## config.mk

```make
export PLATFORM = sky130hd
export DESIGN_NAME = trig_record_reader
export DESIGN_NICKNAME = d
export VERILOG_FILES = /design/src/rtl/trig_record_reader.sv
export SDC_FILE = /design/constraint.sdc
export NUM_CORES = 1
export LEC_CHECK = 0
export ABC_AREA = 1
export BUFFER_PORTS_ARGS = -buffer_cell sky130_fd_sc_hd__buf_2
export CAP_MARGIN = 5
export CORE_AREA = 2 2 163 324
export DETAILED_ROUTE_END_ITERATION = 8
export DIE_AREA = 0 0 165 326
export GPL_ROUTABILITY_DRIVEN = 1
export GPL_TIMING_DRIVEN = 1
export MAX_ROUTING_LAYER = met4
export PLACE_DENSITY_LB_ADDON = 0.1
export SLEW_MARGIN = 20
export SYNTH_ARGS = -nofsm -noshare
export SYNTH_HDL_FRONTEND = slang
export SYNTH_SLANG_ARGS = --single-unit
```

## constraint.sdc

```tcl
create_clock -name clk -period 5.9 [get_ports clk]
set_input_delay 0.885 -clock clk [delete_from_list [all_inputs] [get_ports clk]]
set_output_delay 0.885 -clock clk [all_outputs]
set_load 0.03 [all_outputs]
```

## src/rtl/trig_record_reader.sv

```systemverilog
// rtl/trig_record_reader.sv - trigger record FIFO and framed byte-stream reader
module trig_record_reader #(
    parameter int          DEPTH = 8,
    parameter int          AW    = 3,
    parameter logic [7:0]  HDR   = 8'hA5
) (
    input  logic            clk,
    input  logic            nrst,
    input  logic            rec_valid,
    input  logic [55:0]     rec_time,
    input  logic [7:0]      rec_bits,
    input  logic            flush,
    output logic [7:0]      tx_data,
    output logic            tx_valid,
    input  logic            tx_ready,
    output logic [AW:0]     fifo_count,
    output logic [15:0]     overflow_cnt,
    output logic            busy
);

    typedef enum logic [2:0] {
        S_IDLE,
        S_HDR,
        S_BITS,
        S_TS,
        S_CSUM
    } state_t;

    localparam logic [AW:0]   FULL_C    = (AW+1)'(DEPTH);
    localparam logic [AW:0]   CNT_ONE   = 1;
    localparam logic [AW-1:0] PTR_ONE   = 1;

    logic [63:0]   mem_q [DEPTH];
    logic [AW-1:0] wr_ptr_q, wr_ptr_d;
    logic [AW-1:0] rd_ptr_q, rd_ptr_d;
    logic [AW:0]   count_q, count_d;
    logic [15:0]   ovf_q, ovf_d;

    state_t        state_q, state_d;
    logic [2:0]    ts_idx_q, ts_idx_d;
    logic [55:0]   sh_time_q, sh_time_d;
    logic [7:0]    sh_bits_q, sh_bits_d;
    logic [7:0]    tx_data_q, tx_data_d;
    logic          tx_valid_q, tx_valid_d;

    logic          push_req, push_ok, drop, pop, full, hs;
    logic [63:0]   head;
    logic [7:0]    csum;
    logic [2:0]    ts_idx_m1;
    logic [5:0]    ts_lsb;

    // Records with an empty bitstring are not real triggers; a flush edge also swallows the push.
    assign push_req  = rec_valid && (rec_bits != 8'h00) && !flush;
    assign full      = (count_q == FULL_C);
    assign pop       = (state_q == S_IDLE) && (count_q != '0);
    assign push_ok   = push_req && (!full || pop);
    assign drop      = push_req && !push_ok;
    assign head      = mem_q[rd_ptr_q];
    assign hs        = tx_valid_q && tx_ready;
    assign ts_idx_m1 = ts_idx_q - 3'd1;
    assign ts_lsb    = {ts_idx_m1, 3'b000};

    always_comb begin
        csum = sh_bits_q;
        for (int i = 0; i < 7; i++) begin
            csum = csum ^ sh_time_q[i*8 +: 8];
        end
    end

    always_comb begin
        wr_ptr_d = wr_ptr_q;
        rd_ptr_d = rd_ptr_q;
        count_d  = count_q;
        ovf_d    = ovf_q;
        if (push_ok) begin
            wr_ptr_d = wr_ptr_q + PTR_ONE;
        end
        if (flush) begin
            rd_ptr_d = wr_ptr_q;
            count_d  = '0;
        end else begin
            if (pop) begin
                rd_ptr_d = rd_ptr_q + PTR_ONE;
            end
            if (push_ok && !pop) begin
                count_d = count_q + CNT_ONE;
            end else if (!push_ok && pop) begin
                count_d = count_q - CNT_ONE;
            end
        end
        if (drop && (ovf_q != 16'hFFFF)) begin
            ovf_d = ovf_q + 16'd1;
        end
    end

    always_ff @(posedge clk) begin
        if (push_ok) begin
            mem_q[wr_ptr_q] <= {rec_time, rec_bits};
        end
    end

    always_ff @(posedge clk) begin
        if (!nrst) begin
            wr_ptr_q <= '0;
            rd_ptr_q <= '0;
            count_q  <= '0;
            ovf_q    <= '0;
        end else begin
            wr_ptr_q <= wr_ptr_d;
            rd_ptr_q <= rd_ptr_d;
            count_q  <= count_d;
            ovf_q    <= ovf_d;
        end
    end

    // Output bytes are preloaded one state ahead so tx_data is always a register.
    always_comb begin
        state_d    = state_q;
        ts_idx_d   = ts_idx_q;
        sh_time_d  = sh_time_q;
        sh_bits_d  = sh_bits_q;
        tx_data_d  = tx_data_q;
        tx_valid_d = tx_valid_q;
        case (state_q)
            S_IDLE: begin
                if (pop) begin
                    state_d    = S_HDR;
                    sh_time_d  = head[63:8];
                    sh_bits_d  = head[7:0];
                    tx_data_d  = HDR;
                    tx_valid_d = 1'b1;
                end
            end
            S_HDR: begin
                if (hs) begin
                    state_d   = S_BITS;
                    tx_data_d = sh_bits_q;
                end
            end
            S_BITS: begin
                if (hs) begin
                    state_d   = S_TS;
                    ts_idx_d  = 3'd6;
                    tx_data_d = sh_time_q[55:48];
                end
            end
            S_TS: begin
                if (hs) begin
                    if (ts_idx_q == 3'd0) begin
                        state_d   = S_CSUM;
                        tx_data_d = csum;
                    end else begin
                        ts_idx_d  = ts_idx_m1;
                        tx_data_d = sh_time_q[ts_lsb +: 8];
                    end
                end
            end
            S_CSUM: begin
                if (hs) begin
                    state_d    = S_IDLE;
                    tx_data_d  = 8'h00;
                    tx_valid_d = 1'b0;
                end
            end
            default: begin
                state_d    = S_IDLE;
                tx_data_d  = 8'h00;
                tx_valid_d = 1'b0;
            end
        endcase
    end

    always_ff @(posedge clk) begin
        if (!nrst) begin
            state_q    <= S_IDLE;
            ts_idx_q   <= 3'd0;
            sh_time_q  <= '0;
            sh_bits_q  <= '0;
            tx_data_q  <= 8'h00;
            tx_valid_q <= 1'b0;
        end else begin
            state_q    <= state_d;
            ts_idx_q   <= ts_idx_d;
            sh_time_q  <= sh_time_d;
            sh_bits_q  <= sh_bits_d;
            tx_data_q  <= tx_data_d;
            tx_valid_q <= tx_valid_d;
        end
    end

    assign tx_data      = tx_data_q;
    assign tx_valid     = tx_valid_q;
    assign fifo_count   = count_q;
    assign overflow_cnt = ovf_q;
    assign busy         = (state_q != S_IDLE);

endmodule

```

==> impl_results.md <==
* Status: completed
* Slowest stage cell, crit path: nor2_4
* Final Skew at 0.0245 ns
* Endpoints failing setup at 0
* Ports at 99
* CP startpoint: state_q[2]$_SDFFE_PN0P_
* Max cap viols at 0
* Net Sw Frac at 0.304
* Worst slew pin tran at 1.06 ns
* Post-synthesis register bit count at 617
* Netlist cell types at 46
* CTS Buf Count at 52
* Routed Antenna Nets at 0
* Overall die area at 53800 um^2
* Pleak at 0.0104 uW
* Clock Latency Late Sink at 0.61 ns
* # resized after CTS at 0
* Drt wl/cell at 21.0 um
* Detailed Routing Iterations Pass 1 at 5
* Comb power frac at 0.207
* Number of global-route vias before repair at 16500
* Worst Setup Start Kind: flop
* Number of flops mapped to enable cells by yosys at 512
* Worst IR drop on VDD at 443 uV
* GRT Util Overall at 0.244
* Hold Path Class: reg -> reg
* # rows at 118
* HPWL Detailed at 38.5 mm
* Hold_buf cts at 0
* YS warnings at 0
* WL final at 63.0 mm
* Final GP Congestion at 0.885
* R2R Setup Slk at 2.52 ns
* Clock tree buffer depth at 3
* Avg Inst Size Synth at 11.6 um^2
* Synth async-reset ratio at 0
* Commonest cells in the netlist: 512 x edfxtp_1, 317 x o21ai_0, 278 x nand2_1, 251 x inv_1, 225 x a21oi_1
* CTS tree: done
* Reg-to-reg startpoint: state_q[2]$_SDFFE_PN0P_
* First-pass GRT wire length at 95.2 mm
* Min Hold Slack at 0.491 ns
* Rel. slew slack at 0.290
* Crit path cell chain: nor2_4, nand2_4, inv_4, nor2_4, nor2_1, inv_1, nor2_1, inv_1, nor2_4, buf_4
* Setup ws final at 2.52 ns
* Fmax at 296 MHz
* CP endpoint kind: flop
* Root buf cell: clkbuf_16
* Die outline height at 326 um
* # DRC at 0
* Worst Hold Launch: tx_data[7]$_SDFFE_PN0P_
* Gate count of the mapped netlist at 2238
* Unrepaired setup endpoints after global routing: no
* Post-synthesis sequential area ratio at 0.674
* Required @ worst endpoint at 6.16 ns
* Synthesized area at 25900 um^2
* Worst EP arrival at 3.64 ns
* Clock Power Share at 0.321
* Crit Path Class: reg -> reg
* Cell with the most instances after synthesis: edfxtp_1
* Synth top area share at 0.593
* Slew Viols, Final at 0
* Total Neg Setup Slack at 0 ns
* # nets final at 2370
* Total grt overflow at 0
* Die X at 165 um
* Layout cells sized above 1 at 0.103
* Seq pwr share at 0.472
* Initial Util at 0.503
* Synthesis-to-finish area growth at 11.2%
* Crit path time final at 3.38 ns
* Largest net degree at the start of global routing at 100
* Critical-path maximum fanout at 21
* Synth Flop Type: edfxtp_1
* Clk sinks at 617
* PortBufs at 98
* Ranking of synthesized cells by area: edfxtp_1 59%, dfxtp_1 8.1%, o21ai_0 6.1%
* CTS H-tree depth at 2
* CP peak stage delay at 0.78 ns
* Int Pwr at 7690 uW
* Synth area leader: edfxtp_1
* Core Util, Final at 0.560
* Routed vias at 16600
* Number of antenna violations at the first check in global routing at 2
* Worst-path clk slew at 0.07 ns
* Initial DRC count at 1252
* PwrDens at 384 nW/um^2
* Vias per cell at 5.54
* Net Sw Power at 3370 uW
* Pre-CTS setup slack at 2.01 ns
* Final Hold Fails at 0
* # Post-CTS Setup Buffers at 0
* Tcrit/Tclk final at 0.573
* Register area at 17500 um^2
* Area of the multi-input gates at 6950 um^2
* Fillcell total at 4326
* Placeable core area at 51500 um^2
* Most used cell, CP: nor2_4
* Synth Net Count at 2316
==> worst paths after layout <==
kind	to	cells after the start
setup reg to reg	mem_q[1][27]$_DFFE_PP_	10
hold / removal	tx_data[7]$_SDFFE_PN0P_	2
setup / recovery	mem_q[1][27]$_DFFE_PP_	10
hold reg to reg	tx_data[7]$_SDFFE_PN0P_	2
==> per-stage QoR <==
step | area [um^2] | power (uW) | instances
finish | 28800 | 11100 | 2997
global route | 28800 | 11600 | 2997
CTS | 28800 | 11200 | 2995
detailed placement | 27100 | 7620 | 2898
global placement | 27100 | 7560 | 2898
floorplan | 25900 | 6940 | 2238
==> layout by cell type (no fill, tap or decap), types with 3 or more instances in the layout <==
cell type and instances:
xor2_1 3, edfxtp_1 512, clkbuf_16 52, o211ai_1 64, nand3_1 92, buf_2 98
clkinvlp_4 5, dfxtp_1 102, a31oi_1 5, a221oi_1 5, o21ai_0 317, clkbuf_8 3
clkbuf_1 10, nand2_4 3, clkinv_2 12, xnor2_1 11, nor2_1 24, buf_4 14
nand2_1 278, mux2i_1 128, inv_1 251, buf_12 11, bufinv_16 7, o21ai_1 22
nor2_4 12, ha_1 8, a21oi_1 225, nor3_1 9, dfxtp_4 3, inv_6 3
nor2_2 3, clkinv_1 7, nand4_1 10
==> worst max-delay path, delay by kind of cell (launching register included) <==
| kind | cells | cell delay [ns] |
|---|---|---|
| simple gates | 6 | 1.71 |
| buf+inv | 4 | 0.88 |
| flops | 1 | 0.40 |
==> power by group through the flow <==
stage | logic [uW] | clock network [uW] | registers [uW]
detailed placement | 2310 | 0 | 5310
global placement | 2260 | 0 | 5300
floorplan | 1780 | 0 | 5170
finish | 2290 | 3550 | 5220
CTS | 2310 | 3620 | 5220
global route | 2590 | 3780 | 5240
==> metal layers <==
metal  global-route usage  up-vias  part of all wire  wire length [um]
met5                    -        -                 0                 0
met4                0.104        0             0.045              2840
met3               0.0283      124             0.036              2280
met2                0.431      366              0.53             33600
met1                0.275     8079              0.39             24300
li1                     -     8037                 -                 -
==> cells by family (layout without fill, tap and decap cells) <==
family	count (synthesis)	count (layout)	synth area share
other cells	0	2	0
simple gates	443	443	0.0741
flops	617	617	0.674
mux	128	128	0.0494
xor+xnor	15	15	0.00536
buf+inv	382	479	0.0599
fa+ha+maj	9	9	0.00463
compound gates	644	644	0.132
==> state kept, by name (all words and copies together), names as in the netlist <==
signal	cells
fifo_count	4
mem_q	512
overflow_cnt	16
rd_ptr_q	3
sh_bits_q	8
sh_time_q	56
state_q	3
ts_idx_q	3
tx_data	8
tx_valid	1
wr_ptr_q	3
==> cell type report <==
type,count,area share
sequential,617,0.606
multi-input combinational,1239,0.241
clock buffer,65,0.0479
inverter,259,0.0339
tap,660,0.0286
timing repair buffer,123,0.0283
clock inverter,32,0.0135
antenna,2,0.000174
No activity file was read; power rests on OpenSTA's default activity.
